[config.mk]
export PLATFORM = sky130hd
export DESIGN_NAME = x_reg_streamer_flat
export DESIGN_NICKNAME = d
export VERILOG_FILES = /design/src/rtl/x_reg_streamer_if.sv /design/src/rtl/x_reg_streamer.sv /design/src/flat_wrapper.sv
export SDC_FILE = /design/constraint.sdc
export NUM_CORES = 1
export LEC_CHECK = 0
export CAP_MARGIN = 20
export CELL_PAD_IN_SITES_DETAIL_PLACEMENT = 0
export CELL_PAD_IN_SITES_GLOBAL_PLACEMENT = 2
export CORE_MARGIN = 8
export CORE_UTILIZATION = 35
export CTS_CLUSTER_SIZE = 28
export DETAILED_ROUTE_END_ITERATION = 8
export PLACE_DENSITY_LB_ADDON = 0.1
export RECOVER_POWER = 50
export SYNTH_ARGS = -nofsm -noshare
export SYNTH_HDL_FRONTEND = slang
export SYNTH_SLANG_ARGS = --single-unit
[constraint.sdc]
create_clock -name clk -period 8 [get_ports clk]
set_input_delay 1.6 -clock clk [delete_from_list [all_inputs] [get_ports clk]]
set_output_delay 1.6 -clock clk [all_outputs]
set_load 0.01 [all_outputs]
[src/rtl/x_reg_streamer_if.sv]
// Output word stream from the X register streamer toward the systolic-array edge.
interface x_reg_streamer_if #(parameter int DATA_W = 16);
  logic              m_valid;
  logic              m_ready;
  logic [DATA_W-1:0] m_data;
  logic              m_last;

  modport master (output m_valid, m_data, m_last, input m_ready);
  modport slave  (input m_valid, m_data, m_last, output m_ready);
endinterface

[src/rtl/x_reg_streamer.sv]
// Walks a window of X register indices, one registered read per cycle, and streams the words out
// through a 2-entry buffer. Optional descending walk: define X_STREAM_REVERSE_EN (adds input rev).
module x_reg_streamer #(
  parameter int DATA_W = 16,
  parameter int DEPTH  = 32,
  parameter int IDX_W  = $clog2(DEPTH)
) (
  input  logic              clk,
  input  logic              rst_n,
  input  logic              start,
  input  logic [IDX_W-1:0]  base,
  input  logic [IDX_W:0]    len,
`ifdef X_STREAM_REVERSE_EN
  input  logic              rev,
`endif
  output logic              busy,
  output logic              done,
  output logic              xr_en,
  output logic              xr_write,
  output logic [IDX_W-1:0]  xr_idx,
  input  logic [DATA_W-1:0] xr_dout,
  x_reg_streamer_if.master  m
);

  typedef enum logic [1:0] {IDLE, RUN, DRAIN} state_t;
  typedef struct packed {
    logic              last;
    logic [DATA_W-1:0] data;
  } ent_t;

  localparam logic [IDX_W:0]   DEPTH_L = (IDX_W+1)'(DEPTH);
  localparam logic [IDX_W-1:0] IMAX    = IDX_W'(DEPTH-1);

  state_t           state_q, state_d;
  logic [IDX_W:0]   rem_q, rem_d, len_clamp;
  logic [IDX_W-1:0] idx_d;
  logic             dir_q, dir_d, dir_in;
  logic             issue, last_d, busy_d, done_d;
  logic             xr_last_q, cap_vld_q, cap_last_q, cap, pop;
  logic [1:0]       occ_q;
  logic [2:0]       pend;
  ent_t             head_q, tail_q, new_w;

  function automatic logic [IDX_W-1:0] next_idx(input logic [IDX_W-1:0] i, input logic d);
    if (d) return (i == '0)   ? IMAX : i - 1'b1;
    else   return (i == IMAX) ? '0   : i + 1'b1;
  endfunction

`ifdef X_STREAM_REVERSE_EN
  assign dir_in = rev;
`else
  assign dir_in = 1'b0;
`endif

  assign xr_write  = 1'b0;
  assign len_clamp = (len > DEPTH_L) ? DEPTH_L : len;
  assign m.m_valid = (occ_q != 2'd0);
  assign m.m_data  = head_q.data;
  assign m.m_last  = head_q.last;
  assign pop       = m.m_valid & m.m_ready;
  // The RF holds dout while en is low, so an uncaptured word simply waits there when the buffer is full.
  assign cap       = cap_vld_q & ~((occ_q == 2'd2) & ~pop);
  assign new_w     = '{last: cap_last_q, data: xr_dout};
  // Words already committed: buffer, held RF data and the read on the bus; a new read needs one of 3 slots.
  assign pend      = {1'b0, occ_q} + {2'b00, cap_vld_q} + {2'b00, xr_en} - {2'b00, pop};

  always_comb begin
    state_d = state_q;
    rem_d   = rem_q;
    dir_d   = dir_q;
    idx_d   = xr_idx;
    issue   = 1'b0;
    last_d  = 1'b0;
    busy_d  = busy;
    done_d  = 1'b0;
    case (state_q)
      IDLE: if (start) begin
        if (len == '0) begin
          done_d = 1'b1;
        end else begin
          issue   = 1'b1;
          idx_d   = base;
          dir_d   = dir_in;
          rem_d   = len_clamp - 1'b1;
          last_d  = (len_clamp == 1);
          busy_d  = 1'b1;
          state_d = (len_clamp == 1) ? DRAIN : RUN;
        end
      end
      RUN: if (rem_q != '0 && pend < 3'd3) begin
        issue  = 1'b1;
        idx_d  = next_idx(xr_idx, dir_q);
        rem_d  = rem_q - 1'b1;
        last_d = (rem_q == 1);
        if (rem_q == 1) state_d = DRAIN;
      end
      DRAIN: if (pop && m.m_last) begin
        state_d = IDLE;
        busy_d  = 1'b0;
        done_d  = 1'b1;
      end
      default: state_d = IDLE;
    endcase
  end

  always_ff @(posedge clk or negedge rst_n) begin
    if (!rst_n) begin
      state_q    <= IDLE;
      rem_q      <= '0;
      dir_q      <= 1'b0;
      xr_idx     <= '0;
      xr_en      <= 1'b0;
      xr_last_q  <= 1'b0;
      busy       <= 1'b0;
      done       <= 1'b0;
      cap_vld_q  <= 1'b0;
      cap_last_q <= 1'b0;
      occ_q      <= '0;
      head_q     <= '0;
      tail_q     <= '0;
    end else begin
      state_q   <= state_d;
      rem_q     <= rem_d;
      dir_q     <= dir_d;
      xr_idx    <= idx_d;
      xr_en     <= issue;
      xr_last_q <= last_d;
      busy      <= busy_d;
      done      <= done_d;
      cap_vld_q <= xr_en | (cap_vld_q & ~cap);
      if (xr_en) cap_last_q <= xr_last_q;
      case ({cap, pop})
        2'b10: begin
          if (occ_q == 2'd0) head_q <= new_w;
          else               tail_q <= new_w;
          occ_q <= occ_q + 2'd1;
        end
        2'b01: begin
          head_q <= tail_q;
          occ_q  <= occ_q - 2'd1;
        end
        2'b11: begin
          if (occ_q == 2'd1) head_q <= new_w;
          else begin
            head_q <= tail_q;
            tail_q <= new_w;
          end
        end
        default: ;
      endcase
    end
  end

endmodule

[src/flat_wrapper.sv]
// flat-port wrapper written by rule: the top's interface ports become plain ports
module x_reg_streamer_flat 
#(
  parameter int DATA_W = 16,
  parameter int DEPTH  = 32,
  parameter int IDX_W  = $clog2(DEPTH)
)
  (clk, rst_n, start, base, len, busy, done, xr_en, xr_write, xr_idx, xr_dout, m_m_valid, m_m_data, m_m_last, m_m_ready);
  x_reg_streamer_if #(.DATA_W(DATA_W)) m_i ();
  input  logic clk;
  input  logic rst_n;
  input  logic start;
  input  logic [IDX_W-1:0] base;
  input  logic [IDX_W:0] len;
  output logic busy;
  output logic done;
  output logic xr_en;
  output logic xr_write;
  output logic [IDX_W-1:0] xr_idx;
  input  logic [DATA_W-1:0] xr_dout;
  output wire logic [$bits(m_i.m_valid)-1:0] m_m_valid;
  output wire logic [$bits(m_i.m_data)-1:0] m_m_data;
  output wire logic [$bits(m_i.m_last)-1:0] m_m_last;
  input wire logic [$bits(m_i.m_ready)-1:0] m_m_ready;
  assign m_m_valid = m_i.m_valid;
  assign m_m_data = m_i.m_data;
  assign m_m_last = m_i.m_last;
  assign m_i.m_ready = m_m_ready;
  x_reg_streamer #(.DATA_W(DATA_W), .DEPTH(DEPTH), .IDX_W(IDX_W)) u_core (.clk(clk), .rst_n(rst_n), .start(start), .base(base), .len(len), .busy(busy), .done(done), .xr_en(xr_en), .xr_write(xr_write), .xr_idx(xr_idx), .xr_dout(xr_dout), .m(m_i));
endmodule
==> results of run 1 <==
[state kept, by name (all words and copies together), names as in the netlist]
name and cells:
u_core.tail_q 17, u_core.state_q 2, u_core.xr_last_q 1, u_core.done 1
u_core.cap_last_q 1, u_core.m.m_last 1, u_core.occ_q 2, u_core.xr_en 1
u_core.cap_vld_q 1, u_core.busy 1, u_core.rem_q 6, u_core.m.m_data 16
u_core.xr_idx 5
[worst max-delay path: stages]
cell           delay (ps)
dlygate4sd3_1         600
nor2b_1               620
ha_1                  380
fa_1                  390
inv_1                  80
fa_1                  400
nor2b_1               180
a2111oi_4             620
nor2_4                110
inv_4                 130
mux2_4                300
[layer usage]
| layer | GRT usage, % | up-vias | share of wire (%) |
|---|---|---|---|
| met5 | 0 | - | 0 |
| met4 | 2.714 | 0 | 0.80 |
| met3 | 2.939 | 6 | 4.5 |
| met2 | 19.32 | 43 | 48 |
| met1 | 15.19 | 1067 | 47 |
| li1 | - | 1087 | - |
[cell families (layout without fill, tap and decap cells)]
kind of cell | after synthesis | after routing
compound gates | 76 | 76
xor+xnor | 4 | 4
fa+ha+maj | 15 | 15
buf+inv | 29 | 81
flops | 55 | 55
mux | 21 | 21
other cells | 1 | 1
simple gates | 72 | 72
[power by group through the flow]
stage	clock network (W)	logic, W	registers (W)
floorplan	0	0.000523	0.000498
global placement	0	0.000778	0.000496
detailed placement	0	0.000788	0.000498
CTS	0.000172	0.000789	0.000492
global route	0.000181	0.000857	0.000509
finish	0.000165	0.000764	0.000489
[worst min-delay path by stage]
| stage | end | slack (ps) | depth (start not counted) | startpoint |
|---|---|---|---|---|
| after CTS | u_core.m.m_data[3] | 490 | 2 | u_core.m.m_data[3] |
| final | u_core.m.m_data[1] | 480 | 2 | u_core.m.m_data[1] |
| after detailed placement | u_core.m.m_data[3] | 470 | 2 | u_core.m.m_data[3] |
| after global placement | u_core.cap_last_q | 460 | 1 | u_core.xr_last_q |
| after global routing | u_core.cap_last_q | 510 | 1 | u_core.xr_last_q |
| after floorplan | u_core.cap_last_q | 450 | 1 | u_core.xr_last_q |
[final cells by class]
cell class / instances / area [µm²]
fillers: 827 / 4459
clock buffers: 7 / 86.33
clock inverters: 1 / 8.758
flip-flops and latches: 55 / 1376
well taps: 105 / 131.4
repair buffers: 59 / 574.3
inverters: 14 / 55.05
multi-input cells: 189 / 1401
[cells in the final DEF, fill, tap and decap left out, types with 3 or more instances in the layout]
cell type,instances
a21oi_1,8
a22oi_1,17
a311oi_1,3
clkbuf_8,6
clkdlybuf4s50_1,43
dfrtp_1,55
dlygate4sd3_1,12
ha_1,13
inv_1,13
mux2_2,18
nand2_1,28
nand2b_1,5
nand3b_1,4
nor2_1,8
nor2b_1,5
nor3_1,6
nor4b_1,3
o21ai_0,25
o22ai_1,3
xnor2_1,3
[stage by stage]
step	cells	power, W	setup WS (ps)	utilization [%]	hold WS, ps
floorplan	273	0.001021	3606	-	454.2
global placement	422	0.001274	2533	43.77	458.5
detailed placement	422	0.001286	2505	43.77	469.1
CTS	430	0.001453	2831	44.94	493.1
global route	430	0.001548	2593	44.90	505.3
finish	430	0.001418	2798	44.90	477.7
==> reports/results.tsv, run 1 <==
stage	metric	value	unit
status	status	finished, violations left	
status	violations	max-capacitance violations, max-slew violations	
clock_network	cts_resized	0	
power	p_sw	0.0005812	W
worst_setup_path	ff2ff_setup_slack	3900	ps
worst_setup_path	reg2reg_from	u_core.occ_q[1]	
floorplanning	dieArea	11410	µm²
yosys	synth_cell_type_count	52	
clock_network	cts_root_buf	clkbuf_8	
clock_network	numCtsBuffers	5	
clock_network	ctsHoldBuffers	0	
flow_run	cap_violations	1	
worst_setup_path	setup.worst_path.class	input port to flip-flop	
power	power.share.combinational	53.9	%
sta	period_needed	5202	ps
yosys	synth_compound_area_share	18.33	%
clock_network	cts.clk_slew.worst_paths	100	ps
finish	drive_above_1_share	11.08	%
yosys	synthTopCellsByArea	dfrtp_1, mux2_2, ha_1	
power	power.density	390.3	nW/µm²
yosys	ys_seq_area_share	47.66	%
worst_setup_path	crit_end	u_core.xr_idx[0]	
floorplanning	start_util	35.68	%
floorplanning	fp.dieW	106.8	µm
finish	area.growth.synth_to_final	25.82	%
yosys	synth_flop_cell	dfrtp_1	
yosys	synth_top_family_by_area	compound AO/OA/AOI/OAI gates	
yosys	netlist_instances	273	
placement	place_area	3542	µm²
floorplanning	pin_count	58	
yosys	async_flop_share	100.0	%
sta	hold_violations	0	
clock_network	cts_setup_buffers	0	
floorplanning	num_rows	33	
yosys	post-synth-top-area-cell	dfrtp_1	
placement	dp_hpwl	4716	µm
power	pwr-share-seq	34.5	%
sta	max_slew_margin	-97.84	%
yosys	syn_area	2888	µm²
yosys	synth_top_area_share	47.66	%
power	clkPwrFrac	11.6	%
yosys	synth.yosys.warnings	0	
clock_network	cts_max_level	2	
finish	diodes	0	
power	peakVddDrop	181.4	µV
route	drt_iter0_drc	47	
sta	drv_slew	56	
yosys	synth_xor_area_share	1.213	%
hold_path	min_path_type	flip-flop to flip-flop	
worst_setup_path	arrival	5400	ps
power	p_int	0.0008371	W
route	first_pass_iters	4	
yosys	synthAdderAreaFrac	7.019	%
placement	gp_congestion	0.7023	
floorplanning	die_y	106.8	µm
finish	final_net_count	370	
route	viasPerCell	5.123	
worst_setup_path	crit_fanout	11	
sta	tns	0	ps
yosys	synth_nets	319	
yosys	synth_edf_count	0	
global_routing	antenna_found_initial	0	
worst_setup_path	cp_data_required_time	8200	ps
global_routing	overflow	0	
placement	io_buffers	56	
global_routing	grt_max_degree	56	
global_routing	grt_usage	11.76	%
clock_network	cts_sinks	55	
route	drt_wl_total	6621	µm
sta	worstMarginPinSlew	2968	ps
finish	final_cell_area	3633	µm²
yosys	avgSynthCellArea	10.58	µm²
sta	setup_viol	0	
global_routing	grt_pass1_vias	2152	
sta	fin_crit_sh	65.03	%
clock_network	clockBufferDepth	2	
yosys	ys_ff_latch	55	
power	switching_share	40.98	%
worst_setup_path	r2r_cells	12	
route	drc	0	
yosys	synth_most_common_cell	dfrtp_1	
route	ant_nets	0	
worst_setup_path	endpoint_kind	flip-flop	
sta	clock_skew	3.174	ps
yosys	synth_commonest_cells	dfrtp_1, nand2_1, o21ai_0	
route	via_count	2203	
global_routing	grt_pass1_wl	10950	µm
yosys	post_synth_mux_area_share	8.232	%
clock_network	clkLatencyLatePin	310	ps
floorplanning	core	8093	µm²
clock_network	tritoncts	yes	
worst_setup_path	crit_start	m_m_ready	
sta	rsz0062_at_grt	false	
worst_setup_path	crit_path_start_kind	input port	
route	wl_per_cell	15.40	µm
sta	fmax	192.2	MHz
worst_setup_path	rr_endpoint	u_core.xr_idx[0]	
power	cellLeakagePower	1.549	nW
yosys	synthSimpleGateAreaFrac	13.13	%
No activity file was read; power rests on OpenSTA's default activity.
==> inputs of run 2 (changes only) <==
- CORE_UTILIZATION: 35 -> 29
- clock period: 8 -> 4.35 ns (I/O delays scaled with it)
==> reports/results.tsv, run 2 (synthesis results as in run 1) <==
stage	metric	value	unit	change
status	violations	max-capacitance violations, max-slew violations		unchanged
global_routing	grt_max_degree	38		was 56
floorplanning	dieArea	13410	µm²	was 11410 µm²
sta	max_slew_margin	-35.76	%	was -97.84%
finish	final_common_cell	dfrtp_1		unchanged
worst_setup_path	setup.worst_path.class	input port to flip-flop		unchanged
power	power.density	723.2	nW/µm²	was 390.3 nW/µm²
power	power	0.002667	W	was 0.001418 W
sta	fin_crit_sh	85.10	%	
worst_setup_path	slowest_stage	dlygate4sd3_1		was nor2b_1
route	via_count	2202		was 2203
sta	worstMarginPinSlew	2036	ps	was 2968 ps
global_routing	overflow	0		unchanged
floorplanning	num_rows	36		was 33
route	first_pass_iters	4		unchanged
global_routing	grt_pass1_wl	11670	µm	was 10950 µm
placement	place_area	3592	µm²	was 3542 µm²
sta	setup_viol	0		unchanged
route	wl_per_cell	15.22	µm	was 15.40 µm
sta	tns	0	ps	unchanged
clock_network	tritoncts	yes		unchanged
route	viasPerCell	4.787		was 5.123
route	drt_iter0_drc	74		was 47
worst_setup_path	crit_fanout	7		was 11
floorplanning	start_util	29.68	%	was 35.68%
sta	drv_slew	38		was 56
clock_network	cts.clk_slew.worst_paths	100	ps	about the same
sta	rsz0062_at_grt	false		unchanged
clock_network	cts_max_level	2		unchanged
status	status	finished, violations left		unchanged
worst_setup_path	path_delay_family	adder cells		unchanged
clock_network	clockBufferDepth	2		unchanged
clock_network	cts_setup_buffers	0		unchanged
placement	dp_hpwl	5122	µm	was 4716 µm
power	cellLeakagePower	1.551	nW	was 1.549 nW
clock_network	cts_sinks	55		unchanged
route	ant_nets	0		unchanged
worst_setup_path	endpoint_kind	flip-flop		unchanged
placement	io_buffers	56		unchanged
hold_path	min_path_type	flip-flop to flip-flop		unchanged
floorplanning	die_y	115.8	µm	was 106.8 µm
flow_run	cap_violations	1		unchanged
sta	period_needed	3702	ps	
sta	hold_violations	0		unchanged
floorplanning	core	9729	µm²	was 8093 µm²
finish	largest_reg_flops	17		unchanged
global_routing	antenna_found_initial	0		unchanged
sta	clock_skew	12.51	ps	was 3.174 ps
finish	drive_above_1_share	11.31	%	was 11.08%
clock_network	ctsHoldBuffers	0		unchanged
worst_setup_path	arrival	3900	ps	was 5400 ps
finish	top_register	u_core.tail_q		unchanged
finish	final_cell_mix	dfrtp_1, clkdlybuf4s50_1, nand2_1		unchanged
worst_setup_path	crit_path_start_kind	input port		unchanged
sta	fmax	270.1	MHz	
finish	area.growth.synth_to_final	27.69	%	was 25.82%
placement	gp_congestion	0.7632		was 0.7023
global_routing	grt_pass1_vias	2283		was 2152
worst_setup_path	worst-path-buf-inv	3		unchanged
global_routing	grt_usage	10.96	%	was 11.76%
clock_network	cts_resized	0		unchanged
clock_network	numCtsBuffers	5		unchanged
floorplanning	pin_count	58		unchanged
worst_setup_path	cp_cell_sequence	dlygate4sd3_1 > nor2b_1 > ha_1 > fa_1 > inv_1 > fa_1 > nor2b_1 > a2111oi_4 > nor2_4 > inv_4 > mux2_4		unchanged
worst_setup_path	cp_data_required_time	4550	ps	was 8200 ps
power	peakVddDrop	196.8	µV	was 181.4 µV
route	drc	0		unchanged
route	drt_wl_total	7003	µm	was 6621 µm
finish	final_cell_area	3687	µm²	was 3633 µm²
worst_setup_path	slowest_delay	600	ps	was 620 ps
finish	diodes	0		unchanged
clock_network	cts_root_buf	clkbuf_8		unchanged
finish	final_net_count	372		was 370
finish	layout.cells.non_filler	460		was 430
floorplanning	fp.dieW	115.8	µm	was 106.8 µm
clock_network	clkLatencyLatePin	310	ps	about the same
placement	dp.cells	452		was 422
run 2: cell types whose count changed in the layout (fill, tap and decap cells not counted), sizes merged:
cell / change
clkbuf: +2
clkinv: -1
clkdlybuf4s50: +2
dlygate4sd3: -2
clkinvlp: +1
run 2: area by class of cell:
type                       instances  area [µm²]
fill                            1012        6042
multi-input combinational        189        1401
sequential                        55        1376
timing repair buffer              61       584.3
tap                              133       166.4
clock buffer                       7       96.34
inverter                          14       55.05
clock inverter                     1       7.507
run 2: path summary, 6_finish.rpt:
path	to	start	slack, ps	cells past startpoint
max	u_core.xr_idx[0]	m_m_ready	650	11
min	u_core.m.m_data[13]	u_core.m.m_data[13]	480	2
max reg2reg	u_core.xr_idx[0]	u_core.occ_q[1]	1030	12
min reg2reg	u_core.m.m_data[13]	u_core.m.m_data[13]	480	2
max in group asynchronous	u_core.tail_q[15]	rst_n	1470	2
min in group asynchronous	u_core.tail_q[1]	rst_n	1130	1
run 2: stage by stage:
step	hold WS (ps)	setup slack, ps	util (%)
after global placement	460.6	396.8	36.92
after CTS	489.7	699.0	37.99
after detailed placement	466.5	369.0	36.92
final	481.5	648.0	37.90
after floorplan	454.2	686.5	-
after global routing	503.2	443.0	37.90
run 2: power by group:
group / switching, W / internal, W / total [W]
combinational: 0.000759 / 0.000691 / 0.00145
sequential: 0.000159 / 0.000743 / 0.000902
clock: 0.000169 / 0.000145 / 0.000314
run 2: tightest hold or removal path, stage by stage (launching register included):
cell and delay [ps]:
dfrtp_1 350, nand2_1 40, o21ai_0 60
run 2: per-layer routing:
layer / global-route usage [%] / routed length (µm) / up-vias
met5: 0 / 0 / -
met4: 2.852 / 69 / 0
met3: 3.127 / 446 / 6
met2: 17.73 / 3236 / 56
met1: 13.98 / 3250 / 1050
li1: - / - / 1090
